$ cat src/rtl/loader_pkg.sv
// Shared definitions for the instruction-memory loader: FSM states,
// word geometry and the opcode used to build the halt word.
package loader_pkg;

    typedef enum logic [2:0] {
        S_IDLE,
        S_LOAD,
        S_PAD,
        S_HALT,
        S_DONE,
        S_ERR
    } state_t;

    localparam logic [5:0] HALT_OPCODE    = 6'b111111;
    localparam int         BYTES_PER_WORD = 4;

    // Places byte b into the big-endian lane idx of word (lane 0 = bits 31:24).
    function automatic logic [31:0] insertByte(input logic [31:0] word,
                                               input logic [1:0]  idx,
                                               input logic [7:0]  b);
        logic [31:0] result;
        result = word;
        case (idx)
            2'd0:    result[31:24] = b;
            2'd1:    result[23:16] = b;
            2'd2:    result[15:8]  = b;
            default: result[7:0]   = b;
        endcase
        return result;
    endfunction

endpackage

$ cat src/rtl/byte_packer.sv
// Collects accepted bytes big-endian into a 32-bit word. A word is presented
// (o_wordReady high for one cycle) the cycle after its fourth byte, or after a
// byte flagged last, in which case the unused low lanes are zero.
module byte_packer
    import loader_pkg::*;
(
    input  logic        clk,
    input  logic        reset,
    input  logic        i_clear,
    input  logic        i_accept,
    input  logic [7:0]  i_byte,
    input  logic        i_last,
    output logic        o_wordReady,
    output logic [31:0] o_word
);

    logic [1:0]  r_count;
    logic [31:0] r_shift;
    logic [31:0] r_word;
    logic        r_ready;

    logic [31:0] w_inserted;
    logic        w_wordEnd;

    // Merge the incoming byte into the partial word and decide whether it closes the word.
    always_comb begin
        w_inserted = insertByte(r_shift, r_count, i_byte);
        w_wordEnd  = (r_count == 2'(BYTES_PER_WORD - 1)) || i_last;
    end

    // Byte counter, partial-word register and the one-cycle completed-word output.
    always_ff @(posedge clk) begin
        if (reset || i_clear) begin
            r_count <= '0;
            r_shift <= '0;
            r_word  <= '0;
            r_ready <= 1'b0;
        end else begin
            r_ready <= 1'b0;
            if (i_accept) begin
                if (w_wordEnd) begin
                    r_word  <= w_inserted;
                    r_ready <= 1'b1;
                    r_shift <= '0;
                    r_count <= '0;
                end else begin
                    r_shift <= w_inserted;
                    r_count <= r_count + 2'd1;
                end
            end
        end
    end

    assign o_wordReady = r_ready;
    assign o_word      = r_word;

endmodule

$ cat src/rtl/imem_loader.sv
// Writer side of the instruction-memory interface: packs a byte stream into
// words, writes them to consecutive imem addresses, optionally appends a halt
// word, then releases the core with cpu_run and pc_init.
module imem_loader
    import loader_pkg::*;
#(
    parameter int          ADDR_W      = 6,
    parameter logic [31:0] START_PC    = 32'h0000_0000,
    parameter int          APPEND_HALT = 1,
    parameter logic [31:0] HALT_WORD   = {HALT_OPCODE, 26'd0}
) (
    input  logic              clk,
    input  logic              reset,
    input  logic              start,
    input  logic              in_valid,
    input  logic [7:0]        in_data,
    input  logic              in_last,
    output logic              in_ready,
    output logic              we,
    output logic [ADDR_W-1:0] waddr,
    output logic [31:0]       wdata,
    output logic              cpu_run,
    output logic [31:0]       pc_init,
    output logic              done,
    output logic              error
);

    // One extra pointer bit so that "all words written" differs from address 0.
    localparam int              DEPTH    = 2 ** ADDR_W;
    localparam logic [ADDR_W:0] PTR_FULL = (ADDR_W + 1)'(DEPTH);

    state_t            r_state;
    state_t            w_nextState;
    logic [ADDR_W:0]   r_wordPtr;

    logic              w_packerReady;
    logic [31:0]       w_packedWord;
    logic              w_inReady;
    logic              w_handshake;
    logic              w_full;
    logic              w_writeWord;
    logic              w_writeHalt;
    logic              w_we;
    logic [ADDR_W:0]   w_ptrEff;
    logic              w_overflow;
    logic              w_accept;

    byte_packer u_packer (
        .clk         (clk),
        .reset       (reset),
        .i_clear     (start),
        .i_accept    (w_accept),
        .i_byte      (in_data),
        .i_last      (in_last),
        .o_wordReady (w_packerReady),
        .o_word      (w_packedWord)
    );

    // Handshake, write qualification and overflow detection. A byte is an overflow
    // if, counting a write happening this same cycle, every word is already used.
    always_comb begin
        w_inReady   = (r_state == S_LOAD) && !start;
        w_handshake = in_valid && w_inReady;
        w_full      = (r_wordPtr == PTR_FULL);
        w_writeWord = ((r_state == S_LOAD) || (r_state == S_PAD)) && w_packerReady
                      && !w_full && !start;
        w_writeHalt = (r_state == S_HALT) && !w_full && !start;
        w_we        = w_writeWord || w_writeHalt;
        w_ptrEff    = r_wordPtr + (ADDR_W + 1)'(w_we);
        w_overflow  = w_handshake && (w_ptrEff == PTR_FULL);
        w_accept    = w_handshake && !w_overflow;
    end

    // State register.
    always_ff @(posedge clk) begin
        if (reset) begin
            r_state <= S_IDLE;
        end else begin
            r_state <= w_nextState;
        end
    end

    // Next-state logic; start restarts a load from any state.
    always_comb begin
        w_nextState = r_state;
        if (start) begin
            w_nextState = S_LOAD;
        end else begin
            case (r_state)
                S_LOAD: begin
                    if (w_overflow) begin
                        w_nextState = S_ERR;
                    end else if (w_accept && in_last) begin
                        w_nextState = S_PAD;
                    end
                end
                S_PAD:   w_nextState = (APPEND_HALT != 0) ? S_HALT : S_DONE;
                S_HALT:  w_nextState = S_DONE;
                default: w_nextState = r_state;
            endcase
        end
    end

    // Word pointer: cleared on reset/start, advanced after every imem write.
    always_ff @(posedge clk) begin
        if (reset || start) begin
            r_wordPtr <= '0;
        end else if (w_we) begin
            r_wordPtr <= r_wordPtr + {{ADDR_W{1'b0}}, 1'b1};
        end
    end

    // Outputs decoded from the state and the write qualifiers.
    always_comb begin
        in_ready = w_inReady;
        we       = w_we;
        waddr    = r_wordPtr[ADDR_W-1:0];
        wdata    = 32'd0;
        if (w_writeWord) begin
            wdata = w_packedWord;
        end else if (w_writeHalt) begin
            wdata = HALT_WORD;
        end
        cpu_run  = (r_state == S_DONE);
        done     = (r_state == S_DONE);
        pc_init  = (r_state == S_DONE) ? START_PC : 32'd0;
        error    = (r_state == S_ERR);
    end

endmodule
$ cat config.mk
export PLATFORM = sky130hd
export DESIGN_NAME = imem_loader
export DESIGN_NICKNAME = d
export VERILOG_FILES = /design/src/rtl/loader_pkg.sv /design/src/rtl/byte_packer.sv /design/src/rtl/imem_loader.sv
export SDC_FILE = /design/constraint.sdc
export NUM_CORES = 1
export LEC_CHECK = 0
export BUFFER_PORTS_ARGS = -buffer_cell sky130_fd_sc_hd__buf_2
export CAP_MARGIN = 5
export CORE_AREA = 2 2 80 101
export CTS_CLUSTER_SIZE = 24
export DETAILED_ROUTE_END_ITERATION = 8
export DIE_AREA = 0 0 82 103
export PLACE_DENSITY = 0.81
export SLEW_MARGIN = 0
export SYNTH_ARGS = -nofsm -noshare
export SYNTH_HDL_FRONTEND = slang
export SYNTH_SLANG_ARGS = --single-unit
export TNS_END_PERCENT = 10
$ cat constraint.sdc
create_clock -name clk -period 6.1 [get_ports clk]
set_input_delay 0.915 -clock clk [delete_from_list [all_inputs] [get_ports clk]]
set_output_delay 0.915 -clock clk [all_outputs]
set_load 0.02 [all_outputs]
; Word level (Yosys, flattened, before mapping)
; Cells that the tools add are included.
[op_classes]
addsub = 3
n_eq_ne = 12
mux = 13
bitwise = 1
n_reduce_logical = 26
[ops]
columns = operator, n
row1 = 32-bit two-way mux, 3
row2 = 8-bit two-way mux, 4
row3 = 7-bit == test (second input constant), 2
row4 = 1-bit logical AND, 10
row5 = 3-bit one-hot mux with 3 select lines, 1
row6 = 7-bit by 1-bit adder with 7-bit output, 1
row7 = 7-bit by 1-bit adder with 7-bit output (second input constant), 1
row8 = 3-bit by 2-bit == test with 1-bit output (second input constant), 2
row9 = 3-bit == test (second input constant), 2
row10 = 3-bit two-way mux, 2
row11 = 2-bit AND reduction, 3
row12 = 2-bit == test (second input constant), 2
row13 = 1-bit logical OR, 4
row14 = 4-bit by 3-bit inequality test with 1-bit output (second input constant), 1
row15 = 4-bit nonzero test, 1
row16 = 2-bit OR reduction, 2
row17 = 3-bit by 1-bit == test with 1-bit output (second input constant), 1
row18 = 1-bit zero test, 3
row19 = 3-bit by 2-bit inequality test with 1-bit output (second input constant), 1
row20 = 3-bit nonzero test, 1
row21 = 3-bit OR reduction, 1
row22 = 2-bit by 1-bit adder with 2-bit output (second input constant), 1
row23 = 2-bit by 1-bit == test with 1-bit output (second input constant), 1
row24 = 2-bit zero test, 1
row25 = 3 further kinds, 4
[word_totals]
reg_bits = 77
in_bits = 13
output_inout_bits = 75

; Logic depth before layout (Yosys ltp)
[depth]
depth_word = 16
mapped_depth = 13
depth_no_buf = 11

; Hierarchy
; A second synthesis with hierarchy kept.
[hier_totals]
cells_unflattened = 422
hier_area_um2 = 4090.2
[by_module_without_submodules]
columns = module, n_inst, cells_each, area_each_um2, seq_area_each_um2
row1 = byte_packer, 1, 266, 2865.2, 1341.3
row2 = imem_loader, 1, 156, 1224.9, 200.2

; Worst setup path before layout
; No wires, ideal clock.
[synth_timing]
kind = register to register
start = reg r_wordPtr[3]
end = reg u_packer.r_word[11] (netlist: u_packer.o_word[11])
setup_time_ps = 72
arrival_time_ps = 3076
path_slack_ps = 2952
stages_incl_launch_ff = 12
period_less_slack_ps = 3148
path_cell_list = dfxtp_1 -> or4b_4 -> o211ai_1 -> buf_2 -> inv_1 -> ha_1 -> ha_1 -> nor3b_1 -> o211ai_2 -> o21ai_4 -> buf_6 -> mux2i_1
[synth_between]
elab_chain_len = 11
word_cells_on_any_way = 13
cone_classes = add/sub (1) / eq/ne (2) / reduce/logical (10)
[synth_rtl]
columns = element, line_no
row1 = "start, declared", imem_loader.sv:34  ; logic [ADDR_W:0] r_wordPtr;
row2 = "start signal, assigned", imem_loader.sv:109  ; r_wordPtr <= r_wordPtr + {{ADDR_W{1'b0}}, 1'b1};
row3 = 7-bit == test (*), imem_loader.sv:64  ; w_full = (r_wordPtr == PTR_FULL);
row4 = 1-bit zero test (*), "imem_loader.sv:66, imem_loader.sv:67"
row5 = 1-bit logical AND (on tied branches) (2 in series), "imem_loader.sv:66, imem_loader.sv:67"
row6 = 1-bit logical OR (*), imem_loader.sv:68  ; w_we = w_writeWord || w_writeHalt;
row7 = net we, imem_loader.sv:19  ; output logic we,
row8 = 7-bit by 1-bit adder with 7-bit output (*), imem_loader.sv:69  ; w_ptrEff = r_wordPtr + (ADDR_W + 1)'(w_we);
row9 = 7-bit == test (*), imem_loader.sv:70  ; w_overflow = w_handshake && (w_ptrEff == PTR_FULL);
row10 = 1-bit logical AND (*), imem_loader.sv:70
row11 = 1-bit zero test (*), imem_loader.sv:71  ; w_accept = w_handshake && !w_overflow;
row12 = 1-bit logical AND (*), imem_loader.sv:71
row13 = 2-bit AND reduction (no line) (*), n/a
row14 = "end signal, assigned", byte_packer.sv:42  ; r_word <= w_inserted;
row15 = "end, declared", byte_packer.sv:19  ; logic [31:0] r_word;
; The timed path passes the listed nets; every way through them passes the cells marked *.
; A chain may end at the register's enable or synchronous reset.

; Final worst setup path
[layout_timing]
start = reg r_wordPtr[3]
end = reg u_packer.r_word[14] (netlist: u_packer.o_word[14])
[layout_between]
elab_chain_len = 11
word_cells_on_any_way = 13
cone_classes = add/sub (1) / eq/ne (2) / reduce/logical (10)
[layout_rtl]
columns = element, line_no
row1 = 7-bit == test, imem_loader.sv:64
row2 = 1-bit zero test, "imem_loader.sv:66, imem_loader.sv:67"
row3 = 1-bit logical AND (on tied branches) (2 in series), "imem_loader.sv:66, imem_loader.sv:67"
row4 = 1-bit logical OR, imem_loader.sv:68
row5 = 7-bit by 1-bit adder with 7-bit output (*), imem_loader.sv:69
row6 = 7-bit == test (*), imem_loader.sv:70
row7 = 1-bit logical AND (*), imem_loader.sv:70
row8 = 1-bit zero test (*), imem_loader.sv:71
row9 = 1-bit logical AND (*), imem_loader.sv:71
row10 = 2-bit AND reduction (no line) (*), n/a
; Every way passes the cells marked *; elsewhere a longest branch is shown, timed or not.

==> flow_metrics.env <==
export IMPL_hold_viol_final=0
export IMPL_port_buffers=55
export IMPL_synth_ff_type="dfxtp_1"
export IMPL_ys_ff_latch=77
export IMPL_nets=501
export IMPL_critPathCaptureType="flip-flop"
export IMPL_row_count=36
export IMPL_fmax_mhz=232
export IMPL_io_pins=88
export IMPL_diodes=0
export IMPL_wire_per_inst_um=15.1
export IMPL_postLayoutCoreUtil_pct=58.5
export IMPL_place_area_mm2=0.00422
export IMPL_max_cap_violations=0
export IMPL_status="finished, final reports clean"
export IMPL_final_period_utilization_pct=70.8
export IMPL_p_seq_share_pct=51.4
export IMPL_fin_cells=580
export IMPL_drt_initial_drc_count=186
export IMPL_cts_root_buf="clkbuf_8"
export IMPL_start_util_pct=54.6
export IMPL_busiest_layer="met2"
export IMPL_grtUsageTotal_pct=21.6
export IMPL_antenna_found_initial=0
export IMPL_maxSlewViolCount=0
export IMPL_gp_congestion=0.839
export IMPL_use_met3_pct=4.47
export IMPL_vdd_ir_drop_max_mv=0.167
export IMPL_syn_inst=451
export IMPL_clock_latency_ns=0.36
export IMPL_seq_area_frac_synth_pct=37.3
export IMPL_grt_pass1_wl_um=14100
export IMPL_dp_cells=564
export IMPL_cpMostUsedCell="ha_1"
export IMPL_total_power_mw=0.985
export IMPL_antenna_left=0
export IMPL_fin_ws_ns=1.78
export IMPL_syn2layout_area_growth_pct=7.15
export IMPL_final_layout_size_suffix_gt1_share_pct=19.0
export IMPL_clk_pin_slew_ns=0.09
export IMPL_intPower_mw=0.720
export IMPL_use_met1_pct=27.6
export IMPL_pwr_share_clk_pct=41.7
export IMPL_numCtsBuffers=9
export IMPL_worst_pin_slew_ns=1.13
export IMPL_powerDensity_mw_per_mm2=222
export IMPL_relSlewSlack_pct=24.6
export IMPL_postCtsResizedCells=0
export IMPL_final_setup_tns_ns=0
export IMPL_dp_hpwl_um=6210
export IMPL_drc=0
export IMPL_fp_dieH_um=103
export IMPL_synth_avg_cell_area_um2=9.16
export IMPL_cts_sinks=77
export IMPL_core_area_mm2=0.00757
export IMPL_start_kind="flip-flop"
export IMPL_via_per_inst=5.58
export IMPL_p_sw_share_pct=26.9
export IMPL_grt_overflow_total=0
export IMPL_global_route_usage_met2_pct=35.5
export IMPL_holdWs_ns=0.460
export IMPL_fp_dieArea_mm2=0.00845
export IMPL_grt_max_degree=56
export IMPL_ys_types=46
export IMPL_slowest_delay_ns=0.94
export IMPL_fin_area_mm2=0.00443
export IMPL_crit_fanout=32
export IMPL_ys_warn_count=0
export IMPL_die_w_um=82
export IMPL_hold_class="reg -> reg"
export IMPL_power_switching_mw=0.265
export IMPL_first_pass_iters=4
export IMPL_fillCellCount=661
export IMPL_grt_pass1_vias=2977
export IMPL_path_class="reg -> reg"
export IMPL_critical_path_cell_chain="or4b_4 -> o211ai_1 -> inv_1 -> ha_1 -> ha_1 -> nor3b_1 -> o211ai_2 -> o21ai_4 -> mux2i_1"
export IMPL_post_cts_buffers=0
export IMPL_comb_power_share_pct=6.9
export IMPL_p_leak_nw=1.96
export IMPL_async_flop_share_pct=0
export IMPL_clockBufferDepth=2
export IMPL_syn_area_mm2=0.00413
export IMPL_cts_htree_levels=3
export IMPL_arrival_ns=4.60
export IMPL_finalClockSkew_ns=0.0130
export IMPL_vias=3236
export IMPL_rsz0062_at_grt="false"
export IMPL_dp_slack_ns=1.87
export IMPL_cts_tree="yes"
export IMPL_final_setup_viol_count=0
export IMPL_drt_total_wl_um=8750
export IMPL_fin_crit_ns=4.32
export IMPL_synth_enable_flop_cells=0
export IMPL_cts_hold_fix_buffers=0
export IMPL_crit_slowest_cell="o21ai_4"
export IMPL_worstPathRequired_ns=6.38
## final cells by class
| class | count | area, um^2 | area share (%) |
|---|---|---|---|
| flip-flops and latches | 77 | 1540 | 34.8 |
| clock inverters | 7 | 87.6 | 1.98 |
| multi-input cells | 322 | 2220 | 50.2 |
| inverters | 14 | 52.6 | 1.19 |
| repair buffers | 56 | 283 | 6.39 |
| clock buffers | 9 | 124 | 2.80 |
| well taps | 95 | 119 | 2.68 |
## critical path, delay by kind of cell, from the launching register on
kind	cells	cell delay, ns
AOI/OAI and AO/OA	3	2.02
buffers and inverters	1	0.18
DFF	1	0.37
adders and majority gates	2	0.49
and+or+nand+nor	2	0.89
muxes	1	0.28
## placed cells by master (no fill, tap or decap), types with 3 or more instances in the layout
cell,instances
dfxtp_1,77
buf_2,55
and2_1,37
conb_1,32
nand2_1,30
o211ai_1,27
mux2i_1,27
nand2b_1,25
a32o_1,24
a21oi_1,23
nor2_1,16
inv_1,14
and3_1,10
clkbuf_8,9
nor2b_1,8
o221a_2,8
ha_1,8
nand3_1,5
nand4_1,5
o211ai_2,4
or3_1,4
xor2_1,3
inv_6,3
## worst paths after layout
kind                            depth (start not counted)                        startpoint                               end  slack [ns]
worst max-delay path                                    9         r_wordPtr[3]$_SDFFE_PP0N_  u_packer.o_word[14]$_SDFFE_PP0P_        1.78
worst min-delay path                                    2  u_packer.o_word[11]$_SDFFE_PP0P_  u_packer.o_word[11]$_SDFFE_PP0P_        0.46
worst min register to register                          2  u_packer.o_word[11]$_SDFFE_PP0P_  u_packer.o_word[11]$_SDFFE_PP0P_        0.46
worst max register to register                          9         r_wordPtr[3]$_SDFFE_PP0N_  u_packer.o_word[14]$_SDFFE_PP0P_        1.78
## kinds of logic after synthesis
| family | synth area share [%] |
|---|---|
| buf+inv | 12.0 |
| simple gates | 20.5 |
| other cells | 0.0907 |
| flops | 37.3 |
| mux | 6.54 |
| fa+ha+maj | 2.66 |
| xor+xnor | 0.848 |
| compound gates | 20.1 |
## state kept, by name, indices dropped and copies added, names as in the netlist
name / flops
u_packer.r_shift: 32
r_state: 3
u_packer.o_wordReady: 1
r_wordPtr: 7
u_packer.r_count: 2
u_packer.o_word: 32
## Yosys cell counts (2+ instances only)
cell | number | area [um^2]
a21oi_1 | 23 | 115
a32o_1 | 24 | 240
and2_1 | 37 | 231
and3_1 | 10 | 62.6
buf_2 | 4 | 20.0
buf_4 | 39 | 293
buf_6 | 4 | 45.0
clkbuf_1 | 20 | 75.1
dfxtp_1 | 77 | 1540
ha_1 | 8 | 100
inv_1 | 14 | 52.6
mux2i_1 | 27 | 270
nand2_1 | 30 | 113
nand2b_1 | 25 | 156
nand3_1 | 5 | 25.0
nand4_1 | 5 | 31.3
nor2_1 | 17 | 63.8
nor2b_1 | 8 | 50.1
o2111ai_1 | 2 | 17.5
o211ai_1 | 27 | 203
o211ai_2 | 4 | 50.1
o21ai_0 | 2 | 10.0
o21ai_4 | 2 | 32.5
o221a_2 | 8 | 90.1
o31ai_1 | 2 | 15.0
or3_1 | 4 | 25.0
or4_1 | 2 | 15.0
xor2_1 | 3 | 26.3
## power groups by stage
| stage | Sequential [mW] | Clock (mW) | Combinational [mW] |
|---|---|---|---|
| 2_1_floorplan | 0.516 | 0 | 0.0679 |
| 3_3_place_gp | 0.518 | 0 | 0.0661 |
| 3_5_place_dp | 0.518 | 0 | 0.0669 |
| 4_1_cts | 0.506 | 0.418 | 0.0671 |
| 5_1_grt | 0.506 | 0.440 | 0.0745 |
| 6_report | 0.506 | 0.411 | 0.0678 |
## per-layer routing
layer  routed length (um)  vias to the layer above
met2                 4300                       84
met3                  435                       17
met4                  193                        0
met1                 3820                     1536
li1                     -                     1599
met5                    0                        -
Note: power is estimated with default switching activity, not from simulation.
